## src/rtl/hidden_cpu_core.sv

```systemverilog
// hidden_cpu_core: 4-register load/store core with a post-reset RAM clear,
// a valid/ready instruction port and a multi-cycle data-memory access.
module hidden_cpu_core #(
  parameter int unsigned DATA_W    = 8,
  parameter int unsigned PC_W      = 8,
  parameter int unsigned MEM_DEPTH = 16,
  parameter int unsigned MEM_LAT   = 1
) (
  input  logic              clk,
  input  logic              rst,
  input  logic              instr_valid,
  input  logic [7:0]        instr,
  output logic              instr_ready,
  output logic [DATA_W-1:0] dout,
  output logic              carry,
  output logic [PC_W-1:0]   pc
);

  localparam int unsigned ADDR_W = $clog2(MEM_DEPTH);

  localparam logic [1:0] CLEAR = 2'd0;
  localparam logic [1:0] IDLE  = 2'd1;
  localparam logic [1:0] MEM   = 2'd2;

  localparam logic [1:0] OP_ADD   = 2'b00;
  localparam logic [1:0] OP_SUB   = 2'b01;
  localparam logic [1:0] OP_LOGIC = 2'b10;

  logic [1:0]        state, stateNext;
  logic [DATA_W-1:0] regs [4];
  logic [DATA_W-1:0] regsNext [4];
  logic [DATA_W-1:0] ram [MEM_DEPTH];
  logic [ADDR_W-1:0] clrIdx, clrIdxNext;
  logic [ADDR_W-1:0] memAddr, memAddrNext;
  logic [DATA_W-1:0] memData, memDataNext;
  logic              memStore, memStoreNext;
  logic [2:0]        memCnt, memCntNext;
  logic              carryNext;
  logic              selOut, selOutNext;
  logic [PC_W-1:0]   pcNext;

  logic              ramWe;
  logic [ADDR_W-1:0] ramAddr;
  logic [DATA_W-1:0] ramWdata;

  logic [1:0]        op, rA, rB, sub;
  logic [DATA_W-1:0] valA, valB;
  logic [DATA_W:0]   sum;
  logic [ADDR_W-1:0] accAddr;

  assign op  = instr[7:6];
  assign rA  = instr[5:4];
  assign rB  = instr[3:2];
  assign sub = instr[1:0];

  // Next-state, register-file, RAM-port and flag computation
  always_comb begin
    stateNext    = state;
    regsNext     = regs;
    clrIdxNext   = clrIdx;
    memAddrNext  = memAddr;
    memDataNext  = memData;
    memStoreNext = memStore;
    memCntNext   = memCnt;
    carryNext    = carry;
    selOutNext   = selOut;
    pcNext       = pc;
    ramWe        = 1'b0;
    ramAddr      = clrIdx;
    ramWdata     = '0;
    valA         = regs[rA];
    valB         = regs[rB];
    sum          = {1'b0, valA} + {1'b0, valB};
    accAddr      = valA[ADDR_W-1:0];

    case (state)
      CLEAR: begin
        ramWe      = 1'b1;
        ramAddr    = clrIdx;
        ramWdata   = '0;
        clrIdxNext = clrIdx + ADDR_W'(1);
        if (clrIdx == ADDR_W'(MEM_DEPTH - 1)) stateNext = IDLE;
      end
      IDLE: begin
        if (instr_valid && instr_ready) begin
          pcNext = pc + PC_W'(1);
          case (op)
            OP_ADD: {carryNext, regsNext[rA]} = sum;
            OP_SUB: begin
              regsNext[rA] = valA - valB;
              carryNext    = (valA < valB);
            end
            OP_LOGIC: begin
              case (sub)
                2'b00:   regsNext[rA] = valA & valB;
                2'b01:   regsNext[rA] = valA | valB;
                2'b10:   regsNext[rA] = valA ^ valB;
                default: regsNext[rA] = ~valB;
              endcase
            end
            default: begin
              case (sub)
                2'b00, 2'b01: begin
                  if (MEM_LAT == 0) begin
                    if (sub[0]) begin
                      ramWe    = 1'b1;
                      ramAddr  = accAddr;
                      ramWdata = regs[3];
                    end else begin
                      regsNext[3] = ram[accAddr];
                    end
                  end else begin
                    stateNext    = MEM;
                    memCntNext   = 3'(MEM_LAT);
                    memAddrNext  = accAddr;
                    memDataNext  = regs[3];
                    memStoreNext = sub[0];
                  end
                end
                2'b10: begin
                  if (carry) begin
                    pcNext    = pc + PC_W'(valB);
                    carryNext = 1'b0;
                  end
                end
                default: selOutNext = ~selOut;
              endcase
            end
          endcase
        end
      end
      MEM: begin
        memCntNext = memCnt - 3'd1;
        if (memCnt == 3'd1) begin
          stateNext = IDLE;
          if (memStore) begin
            ramWe    = 1'b1;
            ramAddr  = memAddr;
            ramWdata = memData;
          end else begin
            regsNext[3] = ram[memAddr];
          end
        end
      end
      default: stateNext = CLEAR;
    endcase
  end

  // State, architectural registers and registered outputs
  always_ff @(posedge clk) begin
    if (rst) begin
      state       <= CLEAR;
      clrIdx      <= '0;
      memAddr     <= '0;
      memData     <= '0;
      memStore    <= 1'b0;
      memCnt      <= '0;
      selOut      <= 1'b0;
      for (int i = 0; i < 4; i++) regs[i] <= DATA_W'(i);
      carry       <= 1'b0;
      pc          <= '0;
      instr_ready <= 1'b0;
      dout        <= DATA_W'(3);
    end else begin
      state       <= stateNext;
      clrIdx      <= clrIdxNext;
      memAddr     <= memAddrNext;
      memData     <= memDataNext;
      memStore    <= memStoreNext;
      memCnt      <= memCntNext;
      selOut      <= selOutNext;
      regs        <= regsNext;
      carry       <= carryNext;
      pc          <= pcNext;
      instr_ready <= (stateNext == IDLE);
      dout        <= selOutNext ? DATA_W'(pcNext) : regsNext[3];
    end
  end

  // Data RAM write port; reset suppresses any pending write
  always_ff @(posedge clk) begin
    if (ramWe && !rst) ram[ramAddr] <= ramWdata;
  end

endmodule

```

## config.mk

```make
export PLATFORM = sky130hd
export DESIGN_NAME = hidden_cpu_core
export DESIGN_NICKNAME = d
export VERILOG_FILES = /design/src/rtl/hidden_cpu_core.sv
export SDC_FILE = /design/constraint.sdc
export NUM_CORES = 1
export LEC_CHECK = 0
export CORE_MARGIN = 5
export CORE_UTILIZATION = 54
export DETAILED_ROUTE_END_ITERATION = 8
export GPL_ROUTABILITY_DRIVEN = 0
export PLACE_DENSITY = 0.82
export SLEW_MARGIN = 20
export SYNTH_ARGS = -nofsm -noshare
export SYNTH_HDL_FRONTEND = slang
export SYNTH_SLANG_ARGS = --single-unit
```

## constraint.sdc

```tcl
create_clock -name clk -period 10.1 [get_ports clk]
set_input_delay 2.02 -clock clk [delete_from_list [all_inputs] [get_ports clk]]
set_output_delay 2.02 -clock clk [all_outputs]
set_load 0.02 [all_outputs]
```

==> metrics.md <==
| Metric | Value |
|---|---|
| Status | `complete, no violations` |
| WS Path Type | `input port to flop` |
| Yosys Warn Count | `0` |
| Cells after Synth | `951` |
| Synth area leader | `edfxtp_1` |
| Post-cts resize count | `0` |
| Post-synth top flop | `edfxtp_1` |
| Setup crit start kind | `input port` |
| Core Region | `0.0195 mm^2` |
| Worst Setup SP | `instr[4]` |
| Asr flop ratio synth | `0%` |
| Worst slack at placement | `3.84 ns` |
| P&R area growth vs syn | `11.2%` |
| Die height | `151 um` |
| Reg-to-Reg End | `dout[4]` |
| P_int | `0.00139 W` |
| GRT overflow | `0` |
| Routed length per instance | `22.8 um` |
| DP HPWL | `19.1 mm` |
| WHS | `0.456 ns` |
| Hold_buf cts | `0` |
| Worst vdd ir | `0.144 mV` |
| Hold Startpoint | `memData[6]` |
| Port buffer count | `28` |
| Max Transition Viols Final | `0` |
| Vias in the first global route | `7956` |
| Sequential share of the synthesized area | `50.5%` |
| Critical Path Sink Type | `flop` |
| Iteration count of the initial detailed-routing pass | `6` |
| Gate power share | `5.5%` |
| Fin crit period | `5.77 ns` |
| CP cell instances | `clkdlybuf4s50_1 > mux4_2 > ha_1 > fa_1 > a21oi_1 > o21ai_0 > mux2i_1 > xnor2_1 > a221oi_1 > o21ai_0 > a32o_1` |
| GRT Util Overall | `25.2%` |
| Initial core utilization | `54.8%` |
| Slew @ Worst Pin | `1.10 ns` |
| Area post-placement | `0.0111 mm^2` |
| Htree depth | `1` |
| Register share of total power | `49.5%` |
| R2R Setup Slk | `6.58 ns` |
| Io pins | `29` |
| Clk pwr share | `45.0%` |
| Rel. slew slack | `26.3%` |
| Power density over the cells | `152 mW/mm^2` |
| Die area | `0.0227 mm^2` |
| Setup Viol. Count Final | `0` |
| DR DRC count | `0` |
| Hold crit path type | `flop to flop` |
| WP data required | `10.51 ns` |
| Setup crit end | `dout[4]` |
| Sw power | `0.000409 W` |
| FF+latch count, synth | `205` |
| Synth top cells by count | `128 x edfxtp_1, 107 x nor2_1, 87 x nand2_1` |
| Diode count | `0` |
| Final ANT Viol Nets | `0` |
| Post-synth cell types | `68` |
| Routed via count | `8060` |
| CTS tree | `built` |
| Max-cap violations | `0` |
| Fmax | `173 MHz` |
| Dominant cells by area after synthesis | `edfxtp_1 36%, dfxtp_1 14%, mux4_2 10%, ha_1 4.6%, nor2_1 3.8%` |
| Drt initial violations | `1037` |
| Critical path's largest stage delay | `1.02 ns` |
| Cell Rows | `51` |
| Syn_nets | `1004` |
| Final wirelength | `28.3 mm` |
| Bufs on Longest Clock Path | `3` |
| Postcts setup bufs | `0` |
| Cell area after synthesis | `0.0107 mm^2` |
| RSZ-0062 raised after global routing | `false` |
| Clock skew | `0.0163 ns` |
| Worst-path clk slew | `0.07 ns` |
| Switching Share | `22.7%` |
| Post-synth top area share | `36.0%` |
| Clock Sinks | `205` |
| Finished Core Util | `61.0%` |
| Number of nets in the layout | `1013` |
| Inserted Clock Buffers | `22` |
| Worst EP arrival | `6.18 ns` |
| Setup TNS after final layout | `0 ns` |
| Post-synth EDFFs | `128` |
| Die X | `151 um` |
| Via density | `6.49` |
| Largest net degree at the start of global routing | `58` |
| Period utilization | `57.1%` |
| Worst-Skew Late Latency | `0.53 ns` |
| Most frequent cell after synthesis | `edfxtp_1` |
| Clock Tree Root | `clkbuf_16` |
| Post-Layout Inst Area | `0.0119 mm^2` |
| Layout cells sized above 1 | `11.1%` |
| Worst r2r src | `regs[0]` |
| Syn_area_per_cell | `11.2 um^2` |
| Setup ws final | `4.33 ns` |
| Initial antenna violation count | `0` |
| CP most frequent cell | `o21ai_0` |
| Register-to-Register Path Depth | `10` |
| Leak | `4.05 nW` |
| First-pass GRT wire length | `44.0 mm` |
| Final Hold Viols | `0` |
| Worst Path Max Fanout | `17` |
| Crit-path slowest cell | `clkdlybuf4s50_1` |
[worst min path at each step]
stage,end,slack [ns],cells past startpoint
after floorplan,memData[0],0.43,2
after global placement,memData[4],0.44,2
after detailed placement,memData[5],0.45,2
after CTS,memData[2],0.46,2
after global routing,memData[5],0.47,2
final,memData[6],0.46,2
[flip-flops by register name (all words and copies together), names as in the netlist, 2 cells and up, named ones only]
| register | flops |
|---|---|
| ram | 128 |
| regs | 32 |
| dout | 8 |
| memData | 8 |
| pc | 8 |
| clrIdx | 4 |
| memAddr | 4 |
| memCnt | 3 |
| state | 2 |
[layout by cell type, fill, tap and decap left out, types with 4 or more instances in the layout]
cell,synthesis,final
nor2_1,107,107
mux4_2,48,48
a211oi_1,14,14
edfxtp_1,128,128
nand4_1,9,9
a21o_1,7,7
xnor2_1,15,15
o21ai_0,39,39
ha_1,39,39
nand3_1,21,21
clkinv_1,2,7
o211ai_1,4,4
a21oi_1,52,52
nor2b_1,12,12
o22ai_1,9,9
or2_2,4,4
buf_4,0,7
o22a_1,4,4
clkdlybuf4s50_1,0,27
nand2_1,87,87
nor3b_1,5,5
nand2b_1,10,10
a31oi_1,16,16
inv_1,45,45
nor3_1,11,11
a311oi_1,4,4
mux2i_1,26,26
o21bai_1,4,4
and2_1,18,18
o21a_1,4,4
mux2_2,8,8
clkbuf_16,0,22
dfxtp_1,77,76
o2111ai_1,5,5
and3_1,8,8
[critical path, delay by kind of cell]
family,cells,cell delay [ns]
fa+ha+maj,2,0.77
mux,2,0.81
buf+inv,1,1.02
compound gates,5,1.48
xor+xnor,1,0.09
[power groups by stage]
stage	Clock, W	Sequential, W	Combinational [W]
floorplan	0	0.000908	0.0000670
global placement	0	0.000909	0.0000934
detailed placement	0	0.000910	0.0000949
CTS	0.000817	0.000892	0.0000965
global route	0.000857	0.000892	0.000106
finish	0.000811	0.000892	0.0000994
[layer usage]
metal | wire (um) | up-vias | global-route usage, %
met1 | 10400 | 3837 | 32.3
met2 | 13500 | 525 | 40.6
met5 | 0 | - | 0
met4 | 1730 | 0 | 13.9
met3 | 2640 | 129 | 4.70
li1 | - | 3569 | -
[cell families (layout without fill, tap and decap cells)]
family	after synthesis	count (layout)	synth area share (%)
compound gates	208	208	13.1
xor+xnor	16	16	1.31
fa+ha+maj	42	42	5.14
buf+inv	97	122	3.52
flops	205	205	50.5
mux	83	83	13.7
simple gates	300	300	12.8
[final cells by class]
cell class,instances,area [um^2]
tap,265,332
clock inverter,13,143
inverter,47,176
clock buffer,27,589
fill,1512,7600
timing repair buffer,35,328
multi-input combinational,649,4910
sequential,205,5390
[metrics by stage]
step	power [W]	instances
2_1_floorplan	0.000975	951
3_3_place_gp	0.00100	1201
3_5_place_dp	0.00100	1201
4_1_cts	0.00180	1241
5_1_grt	0.00186	1241
6_report	0.00180	1241
Power figures use the tool's default switching activity.
